**config.mk**
```make
export PLATFORM = sky130hd
export DESIGN_NAME = traffic_light_fsm
export DESIGN_NICKNAME = d
export VERILOG_FILES = /design/src/rtl/traffic_pkg.sv /design/src/rtl/walk_register.sv /design/src/rtl/traffic_light_fsm.sv
export SDC_FILE = /design/constraint.sdc
export NUM_CORES = 1
export LEC_CHECK = 0
export ABC_AREA = 1
export ABC_CLOCK_PERIOD_IN_PS = 1800
export BUFFER_PORTS_ARGS = -buffer_cell sky130_fd_sc_hd__buf_2
export CORE_UTILIZATION = 45
export DETAILED_ROUTE_END_ITERATION = 8
export PLACE_DENSITY = 0.7
export SLEW_MARGIN = 20
export SYNTH_ARGS = -nofsm -noshare
export SYNTH_HDL_FRONTEND = slang
export SYNTH_SLANG_ARGS = --single-unit
```
**constraint.sdc**
```tcl
create_clock -name clk -period 1.8 [get_ports clk]
set_input_delay 0.36 -clock clk [delete_from_list [all_inputs] [get_ports clk]]
set_output_delay 0.36 -clock clk [all_outputs]
set_load 0.1 [all_outputs]
```
**src/rtl/traffic_pkg.sv**
```systemverilog
`default_nettype none
// ============================================================================
//  Module      : traffic_pkg
//  Description : Shared types and constants for the traffic light sequencer:
//                state encodings, lamp codes, timer value width and helpers
//                mapping a state to its lamp pattern and interval.
//  Revision    : 1.0  initial release
// ============================================================================
package traffic_pkg;

    localparam int STATE_W = 3;
    localparam int VALUE_W = 4;

    localparam logic [2:0] LAMP_R = 3'b100;
    localparam logic [2:0] LAMP_Y = 3'b010;
    localparam logic [2:0] LAMP_G = 3'b001;

    // Seven of the eight 3-bit codes are used; the eighth is recovered to MAIN_G.
    localparam logic [STATE_W-1:0] ENC_MAIN_G  = 3'd0;
    localparam logic [STATE_W-1:0] ENC_MAIN_GX = 3'd1;
    localparam logic [STATE_W-1:0] ENC_MAIN_Y  = 3'd2;
    localparam logic [STATE_W-1:0] ENC_WALK    = 3'd3;
    localparam logic [STATE_W-1:0] ENC_SIDE_G  = 3'd4;
    localparam logic [STATE_W-1:0] ENC_SIDE_GX = 3'd5;
    localparam logic [STATE_W-1:0] ENC_SIDE_Y  = 3'd6;

    typedef enum logic [STATE_W-1:0] {
        MAIN_G  = ENC_MAIN_G,
        MAIN_GX = ENC_MAIN_GX,
        MAIN_Y  = ENC_MAIN_Y,
        WALK    = ENC_WALK,
        SIDE_G  = ENC_SIDE_G,
        SIDE_GX = ENC_SIDE_GX,
        SIDE_Y  = ENC_SIDE_Y
    } state_t;

    typedef struct packed {
        logic [2:0] main_lamp;
        logic [2:0] side_lamp;
        logic       walk_lamp;
    } lamps_t;

    // Lamp pattern shown while in a given state; anything unknown shows MAIN_G.
    function automatic lamps_t state_lamps(input state_t s);
        lamps_t l;
        case (s)
            MAIN_G:  l = {LAMP_G, LAMP_R, 1'b0};
            MAIN_GX: l = {LAMP_G, LAMP_R, 1'b0};
            MAIN_Y:  l = {LAMP_Y, LAMP_R, 1'b0};
            WALK:    l = {LAMP_R, LAMP_R, 1'b1};
            SIDE_G:  l = {LAMP_R, LAMP_G, 1'b0};
            SIDE_GX: l = {LAMP_R, LAMP_G, 1'b0};
            SIDE_Y:  l = {LAMP_R, LAMP_Y, 1'b0};
            default: l = {LAMP_G, LAMP_R, 1'b0};
        endcase
        return l;
    endfunction

    // Timer interval loaded on entry to a given state.
    function automatic logic [VALUE_W-1:0] state_interval(
        input state_t             s,
        input logic [VALUE_W-1:0] t_base,
        input logic [VALUE_W-1:0] t_ext,
        input logic [VALUE_W-1:0] t_yel
    );
        logic [VALUE_W-1:0] v;
        case (s)
            MAIN_G:  v = t_base;
            MAIN_GX: v = t_ext;
            MAIN_Y:  v = t_yel;
            WALK:    v = t_ext;
            SIDE_G:  v = t_base;
            SIDE_GX: v = t_ext;
            SIDE_Y:  v = t_yel;
            default: v = t_base;
        endcase
        return v;
    endfunction

endpackage
`default_nettype wire

```
**src/rtl/walk_register.sv**
```systemverilog
`default_nettype none
// ============================================================================
//  Module      : walk_register
//  Description : Pending pedestrian request flag. Set by the walk button,
//                cleared when the walk phase is entered; clear has priority.
//  Revision    : 1.0  initial release
// ============================================================================
module walk_register (
    input  logic clk,
    input  logic rst,
    input  logic set,
    input  logic clear,
    output logic q
);

    // Remember a request until it is served; a request on the serving edge is dropped.
    always_ff @(posedge clk or posedge rst) begin
        if (rst) begin
            q <= 1'b0;
        end else if (clear) begin
            q <= 1'b0;
        end else if (set) begin
            q <= 1'b1;
        end
    end

endmodule
`default_nettype wire

```
**src/rtl/traffic_light_fsm.sv**
```systemverilog
`default_nettype none
// ============================================================================
//  Module      : traffic_light_fsm
//  Description : Main/side street traffic light sequencer with pedestrian walk
//                phase. Moore machine with registered lamps; on every state
//                entry it pulses start_timer and presents the new interval on
//                value, and it advances on the timer's expired pulse.
//  Revision    : 1.0  initial release
// ============================================================================
module traffic_light_fsm
    import traffic_pkg::*;
#(
    parameter int T_BASE = 6,
    parameter int T_EXT  = 3,
    parameter int T_YEL  = 2
) (
    input  logic               clk,
    input  logic               Reset_Sync,
    input  logic               Sensor,
    input  logic               Walk_Request,
    input  logic               expired,
    output logic               start_timer,
    output logic [VALUE_W-1:0] value,
    output logic [2:0]         Main_Light,
    output logic [2:0]         Side_Light,
    output logic               Walk_Light
);

    localparam logic [VALUE_W-1:0] V_BASE = VALUE_W'(T_BASE);
    localparam logic [VALUE_W-1:0] V_EXT  = VALUE_W'(T_EXT);
    localparam logic [VALUE_W-1:0] V_YEL  = VALUE_W'(T_YEL);

    state_t             state;
    state_t             next_state;
    logic               transition;
    logic               accept;
    logic               enter_walk;
    logic               walk_reg;
    lamps_t             next_lamps;
    logic [VALUE_W-1:0] next_value;

    // The timer is being restarted while start_timer is high, so an expiry then is stale.
    assign accept     = ~start_timer & expired;
    assign next_lamps = state_lamps(next_state);
    assign next_value = state_interval(next_state, V_BASE, V_EXT, V_YEL);
    assign enter_walk = transition & (next_state == WALK);

    walk_register u_walk_register (
        .clk   (clk),
        .rst   (Reset_Sync),
        .set   (Walk_Request),
        .clear (enter_walk),
        .q     (walk_reg)
    );

    // Exit decision for the current state; Sensor and walk_reg only matter on an accepted expiry.
    always_comb begin
        next_state = state;
        transition = 1'b0;
        case (state)
            MAIN_G: begin
                if (accept) begin
                    transition = 1'b1;
                    if (Sensor) begin
                        next_state = MAIN_GX;
                    end else if (walk_reg) begin
                        next_state = MAIN_Y;
                    end else begin
                        next_state = MAIN_G;
                    end
                end
            end
            MAIN_GX: begin
                if (accept) begin
                    transition = 1'b1;
                    next_state = MAIN_Y;
                end
            end
            MAIN_Y: begin
                if (accept) begin
                    transition = 1'b1;
                    next_state = walk_reg ? WALK : SIDE_G;
                end
            end
            WALK: begin
                if (accept) begin
                    transition = 1'b1;
                    next_state = SIDE_G;
                end
            end
            SIDE_G: begin
                if (accept) begin
                    transition = 1'b1;
                    next_state = Sensor ? SIDE_GX : SIDE_Y;
                end
            end
            SIDE_GX: begin
                if (accept) begin
                    transition = 1'b1;
                    next_state = SIDE_Y;
                end
            end
            SIDE_Y: begin
                if (accept) begin
                    transition = 1'b1;
                    next_state = MAIN_G;
                end
            end
            default: begin
                // Unused encoding: recover to MAIN_G with a fresh entry pulse.
                transition = 1'b1;
                next_state = MAIN_G;
            end
        endcase
    end

    // State and all outputs move together so lamps never show a mixed pattern.
    always_ff @(posedge clk or posedge Reset_Sync) begin
        if (Reset_Sync) begin
            state       <= MAIN_G;
            start_timer <= 1'b1;
            value       <= V_BASE;
            Main_Light  <= LAMP_G;
            Side_Light  <= LAMP_R;
            Walk_Light  <= 1'b0;
        end else begin
            start_timer <= transition;
            if (transition) begin
                state      <= next_state;
                value      <= next_value;
                Main_Light <= next_lamps.main_lamp;
                Side_Light <= next_lamps.side_lamp;
                Walk_Light <= next_lamps.walk_lamp;
            end
        end
    end

endmodule
`default_nettype wire

```
# == Word-level counts from Yosys, hierarchy flattened ==
# Cells that the tools add are included.
# word_totals
reg_bits,16
out_inout_bits,12
# op_classes
mux,18
reduce_logical,6
bitwise,3
n_eq_ne,12
# op_table
op,n
$pmux 7 s4,1
$mux 3,8
$pmux 3 s7,1
$eq 3x3->1 const B,6
$eq 3x2->1 const B,4
$reduce_or 7->1,1
$eq 3x1->1 const B,2
$mux 2,3
$pmux 3 s2,1
$mux 1,4
$reduce_or 2->1,2
$logic_not 3->1,1
$reduce_or 3->1,1
$and 1x1->1,2
$reduce_bool 2->1,1
$not 1->1,1

# == Depth between registers and ports, before layout ==
# Gate-level depths: netlist of run 1.
# depth
ltp_word,7
mapped_depth,9
depth_no_buf,9

# == Modules after synthesis ==
# From an unflattened synthesis of run 1, not the netlist that was laid out.
# hier_totals
cells_unflattened,88
hier_area_um2,728.2
# modules_own_cells
mod,cells_each,area_per_inst_um2,instances
traffic_light_fsm,84,691.9,1
walk_register,4,36.3,1

# == Worst setup path after synthesis of run 1 ==
# No wires, ideal clock.
# synth_path
kind,register -> register
startpoint,register start_timer
endpoint,register Main_Light[2]
path_stages_with_launch,10
path_slack_ps,180
required_ps,1684
period_less_slack_ps,1620
arrival_ps,1504
path_cell_list,dfstp_2 -> inv_2 -> nand2_2 -> nand2_1 -> nand2_1 -> nor2_4 -> nand2_2 -> nand2_2 -> nor2_2 -> nor2_2
# synth_via
elab_chain_len,7
elab_cells_between_ends,19
cone_classes,eq/ne (5); mux (11); bitwise (2); reduce/logical (1)
# synth_rtl
item,line_no,rtl
from (decl),traffic_light_fsm.sv:22,"output logic start_timer,"
from (signal assigned),traffic_light_fsm.sv:127,start_timer <= transition;
$not 1->1 *,traffic_light_fsm.sv:43,assign accept = ~start_timer & expired;
$and 1x1->1 *,traffic_light_fsm.sv:43,
$mux 3 (tied with other cells),traffic_light_fsm.sv:104,if (accept) begin
$pmux 3 s7,traffic_light_fsm.sv:60,case (state)
$eq 3x3->1,traffic_pkg.sv:46,case (s)
$reduce_or 2->1 (no line),-,
$pmux 7 s4,traffic_pkg.sv:46,
to (signal assigned),traffic_light_fsm.sv:131,Main_Light <= next_lamps.main_lamp;
to (decl),traffic_light_fsm.sv:24,"output logic [2:0] Main_Light,"
# Mark *: on every way between the ends. The rest lies on a longest branch, timed or not.
# A chain may end at the register's enable or synchronous reset.

# == Final worst setup path of run 1 ==
# layout_path
startpoint,register start_timer
endpoint,output port start_timer
# No word-level cell between the ends.

==> impl_metrics.env, run 1 <==
export IMPL_rsz0062_at_grt="false"
export IMPL_wire_per_inst_microns=10.7
export IMPL_place_gp_congestion=0.854
export IMPL_slew_viol_final=0
export IMPL_start_kind="register"
export IMPL_num_io_pins=17
export IMPL_cts_resized=0
export IMPL_clkTransAtPathRegs_ns=0.08
export IMPL_drv_cap=0
export IMPL_crit_cells=1
export IMPL_fin_tns_setup_ns=0
export IMPL_drive_gt1_share_pct=39.6
export IMPL_cp_max_fo=3
export IMPL_numCtsBuffers=3
export IMPL_core_rowCount=14
export IMPL_critPathSlowestCell="dfstp_2"
export IMPL_fmax_mhz=613
export IMPL_cpLargestDelayFamily="flip-flops"
export IMPL_via_per_inst=4.95
export IMPL_setup_slack_ns=0.168
export IMPL_multiInputGateArea_sq_um=340
export IMPL_final_antenna_net_count=0
export IMPL_endpoint_kind="output port"
export IMPL_fin_area_sq_um=865
export IMPL_cts_root_buf="clkbuf_4"
export IMPL_place_worst_setup_slack_ns=0.454
export IMPL_yosys_top_cells_area="dfrtp_1, dfstp_2, nand2_1"
export IMPL_h_tree_depth=1
export IMPL_crit_arrival_ns=1.27
export IMPL_drc=0
export IMPL_cts_buffer_depth=2
export IMPL_vias=629
export IMPL_syn_area_sq_um=774
export IMPL_synth_top_area_cell="dfrtp_1"
export IMPL_num_antenna_cells=0
export IMPL_wirelength_microns=1370
export IMPL_cts_setup_buffers=0
export IMPL_r2r_setup_slack_ns=0.46
export IMPL_die_area_sq_um=1890
export IMPL_seq_area_sq_um=355
export IMPL_port_buffer_count=14
export IMPL_cp_required_ns=1.44
export IMPL_cts_tree="built"
export IMPL_ys_types=23
export IMPL_antenna_found_initial=0
export IMPL_max_stage_delay_ns=0.57
export IMPL_nets=117
export IMPL_fin_skew_ns=0.00688
export IMPL_synth_seq_cells=14
export IMPL_clk_latency_ns=0.27
export IMPL_min_period_ns=1.63
export IMPL_post_route_util_pct=55.5
export IMPL_hold_buffers=0
export IMPL_dr_pass1_iters=4
export IMPL_grt_overflow_total=0
export IMPL_synthToLayoutAreaGrowth_pct=11.6
export IMPL_period_share_pct=90.7
export IMPL_drt_iter0_markers=9
export IMPL_grt_pass1_vias=560
export IMPL_core_area_sq_um=1560
export IMPL_n_fill_cell=148
export IMPL_synth_fp_nets=101
export IMPL_cp_cell_sequence="buf_2"
export IMPL_clock_sinks=14
export IMPL_ys_warn_count=0
export IMPL_avgSynthCellArea_sq_um=8.07
export IMPL_grt_max_degree=15
export IMPL_relSlewSlack_pct=65.1
export IMPL_synth_seq_area_share_pct=45.9
export IMPL_path_class="register to output port"
export IMPL_die_h_microns=43.5
export IMPL_dp_hpwl_microns=1040
export IMPL_reg2reg_depth=9
export IMPL_status="complete, no violations"
export IMPL_tightest_slew_ns=0.523
export IMPL_synthCells=96
export IMPL_min_path_type="input pin to async pin"
export IMPL_grtUsageTotal_pct=17.5
export IMPL_dpl_instance_area_sq_um=838
export IMPL_crit_buf_inv=1
export IMPL_finalSetupViolations=0
export IMPL_start_util_pct=49.7
export IMPL_grt_pass1_wl_microns=2390
export IMPL_finalHoldViolations=0
export IMPL_die_width_microns=43.5
export IMPL_synth_top_area_share_pct=32.3
layout make-up:
cell class / instances / share of cell area [%]
multi-input cells: 65 / 39.4
repair buffers: 14 / 8.10
flip-flops and latches: 14 / 41.1
clock buffers: 4 / 3.04
well taps: 16 / 2.32
inverters: 14 / 6.08
layout by cell type, fill, tap and decap left out:
master	count
nand2_1	28
nor2_4	2
inv_2	7
nand4_1	2
o21ai_2	2
a21boi_1	1
clkbuf_4	3
inv_1	7
dfstp_2	4
o21a_1	1
o21ai_0	1
nand3_1	7
o2111ai_1	1
nand2_2	6
buf_2	14
nor2_1	2
conb_1	2
or2_1	1
o21ai_1	2
a21oi_1	1
nor2_2	4
dfrtp_1	10
nand3_2	2
clkbuf_1	1
worst paths after layout:
| check | start | endpoint |
|---|---|---|
| hold / removal | Reset_Sync | Walk_Light$_DFFE_PP0N_ |
| hold reg to reg | value[2]$_DFFE_PP1N_ | value[2]$_DFFE_PP1N_ |
| setup reg to reg | start_timer$_DFF_PP1_ | Main_Light[2]$_DFFE_PP0N_ |
| min in group clk | Walk_Request | u_walk_register.q$_DFFE_PP0P_ |
| max in group asynchronous | Reset_Sync | start_timer$_DFF_PP1_ |
| setup / recovery | start_timer$_DFF_PP1_ | start_timer |
synthesized netlist by cell type, drive strengths merged:
cell type / count
a21boi: 1
a21oi: 1
conb: 2
nand4: 2
nand3: 9
dfrtp: 10
or2: 1
o2111ai: 1
o21a: 1
nand2: 34
inv: 14
nor2: 8
o21ai: 5
buf: 3
dfstp: 4
kinds of logic (layout without fill, tap and decap cells):
family,count (synthesis),after routing,share of synthesized area [%]
simple gates,54,54,35.1
buf+inv,17,32,10.2
flops,14,14,45.9
compound gates,9,9,7.92
other cells,2,2,0.970
per-stage QoR:
stage                     instances  hold WS [ns]
after floorplan                  96         0.246
after global placement          123         0.414
after detailed placement        123         0.425
after CTS                       127         0.122
after global routing            127         0.145
final                           127         0.104
routing by layer:
| metal | up-vias | GRT usage, % | wire length (microns) |
|---|---|---|---|
| li1 | 326 | - | - |
| met2 | 10 | 24.8 | 635 |
| met5 | - | 0 | 0 |
| met1 | 291 | 24.6 | 670 |
| met3 | 2 | 4.17 | 43 |
| met4 | 0 | 9.38 | 15 |
registers in the layout, indices dropped and copies added, names as in the netlist:
name               cells
Main_Light             3
Side_Light             3
Walk_Light             1
start_timer            1
state                  3
u_walk_register.q      1
value                  2
Power of run 1 is left out: the tool's default activity adds up to more than one toggle a clock period on the data nets, which glitch-free logic cannot reach.
==> run 2, diff against run 1 <==
==> constraint.sdc (replaced) <==
create_clock -name clk -period 1.8 [get_ports clk]
set_input_delay 0.18 -clock clk [delete_from_list [all_inputs] [get_ports clk]]
set_output_delay 0.18 -clock clk [all_outputs]
set_load 0.1 [all_outputs]
==> impl_metrics.env, run 2 (synthesized netlist as in run 1, its figures left out) <==
export IMPL_final_cell_mix="nand2_1, buf_2, dfrtp_1"
export IMPL_grt_pass1_vias=609
export IMPL_final_cells=128
export IMPL_die_width_microns=43.5
export IMPL_num_antenna_cells=0
export IMPL_antenna_found_initial=0
export IMPL_n_fill_cell=147
export IMPL_grt_max_degree=15
export IMPL_cp_required_ns=1.62
export IMPL_drc=0
export IMPL_min_path_type="input pin to register"
export IMPL_period_share_pct=82.0
export IMPL_drt_iter0_markers=20
export IMPL_status="complete, no violations"
export IMPL_wirelength_microns=1450
export IMPL_finalHoldViolations=0
export IMPL_clock_sinks=14
export IMPL_r2r_end="Main_Light[2]$_DFFE_PP0N_"
export IMPL_path_class="register to output port"
export IMPL_dr_pass1_iters=4
export IMPL_tightest_slew_ns=0.527
export IMPL_drv_cap=0
export IMPL_min_from="Walk_Request"
export IMPL_crit_arrival_ns=1.30
export IMPL_h_tree_depth=1
export IMPL_vias=656
export IMPL_grt_overflow_total=0
export IMPL_port_buffer_count=14
export IMPL_core_rowCount=14
export IMPL_clkTransAtPathRegs_ns=0.09
export IMPL_synthToLayoutAreaGrowth_pct=14.2
export IMPL_place_gp_congestion=0.873
export IMPL_hold_depth=2
export IMPL_seq_area_sq_um=355
export IMPL_rsz0062_at_grt="false"
export IMPL_numCtsBuffers=3
export IMPL_reg2reg_depth=9
export IMPL_cts_buffer_depth=2
export IMPL_cp_cell_sequence="buf_2"
export IMPL_finalSetupViolations=0
export IMPL_reg2reg_from="start_timer$_DFF_PP1_"
export IMPL_multiInputGateArea_sq_um=340
export IMPL_dp_cells=123
export IMPL_fin_tns_setup_ns=0
export IMPL_core_area_sq_um=1560
export IMPL_slew_viol_final=0
export IMPL_cp_max_fo=3
export IMPL_reg_largest_list="Main_Light: 3 flops, Side_Light: 3 flops, state: 3 flops"
export IMPL_fmax_mhz=677
export IMPL_relSlewSlack_pct=64.8
export IMPL_dp_hpwl_microns=1070
export IMPL_grtUsageTotal_pct=19.5
export IMPL_max_stage_delay_ns=0.58
export IMPL_endpoint_kind="output port"
export IMPL_crit_buf_inv=1
export IMPL_drive_gt1_share_pct=40.2
export IMPL_start_util_pct=49.7
export IMPL_critPathSlowestCell="dfstp_2"
export IMPL_cts_root_buf="clkbuf_4"
export IMPL_cts_resized=0
export IMPL_holdPathEnd="u_walk_register.q$_DFFE_PP0P_"
export IMPL_final_antenna_net_count=0
export IMPL_fin_skew_ns=0.00450
export IMPL_start_kind="register"
export IMPL_cts_tree="built"
export IMPL_r2r_setup_slack_ns=0.48
export IMPL_grt_pass1_wl_microns=2590
export IMPL_cpLargestDelayFamily="flip-flops"
export IMPL_num_io_pins=17
export IMPL_wire_per_inst_microns=11.4
export IMPL_via_per_inst=5.13
export IMPL_die_h_microns=43.5
export IMPL_die_area_sq_um=1890
export IMPL_clk_latency_ns=0.28
export IMPL_nets=118
export IMPL_layout_commonest_cell="nand2_1"
export IMPL_min_period_ns=1.48
[run 2: cell types whose count changed in the layout (fill, tap and decap cells not counted), sizes merged]
| cell | before | now |
|---|---|---|
| dlygate4sd3 | 0 | 1 |
[run 2: layout make-up]
type | instances | share of cell area, %
Clock buffer | 4 | 4.10
Inverter | 14 | 5.94
Multi-Input combinational cell | 65 | 38.5
Tap cell | 16 | 2.26
Timing Repair Buffer | 15 | 9.05
Sequential cell | 14 | 40.2
[run 2: how the worst max path moves through the flow]
stage	from	end	slack [ns]	cells after the start
CTS	start_timer$_DFF_PP1_	start_timer	0.31	1
global route	start_timer$_DFF_PP1_	start_timer	0.29	1
floorplan	start_timer$_DFF_PP1_	Main_Light[2]$_DFFE_PP0N_	0.18	9
detailed placement	start_timer$_DFF_PP1_	Main_Light[2]$_DFFE_PP0N_	0.50	9
finish	start_timer$_DFF_PP1_	start_timer	0.32	1
global placement	start_timer$_DFF_PP1_	Main_Light[2]$_DFFE_PP0N_	0.52	9
[run 2: what timing repair did]
item                                   CTS  global route
hold buffers                             1             0
endpoints found under the hold margin   10             0
buffers inserted                         0             0
[run 2: per-stage QoR]
step	setup slack [ns]	cell area [sq um]	util, %	hold WS, ns
2_1_floorplan	0.180	774	-	0.0664
3_3_place_gp	0.519	838	53.8	0.236
3_5_place_dp	0.498	838	53.8	0.248
4_1_cts	0.312	885	56.7	0.0893
5_1_grt	0.287	885	56.7	0.113
6_report	0.324	885	56.7	0.0955
[run 2: metal layers]
metal / global-route usage (%) / wire length (microns)
met5: 0 / 0
met4: 18.1 / 54
met3: 4.17 / 77
met2: 25.2 / 598
met1: 26.9 / 722
Power of run 2 is left out for the same reason.
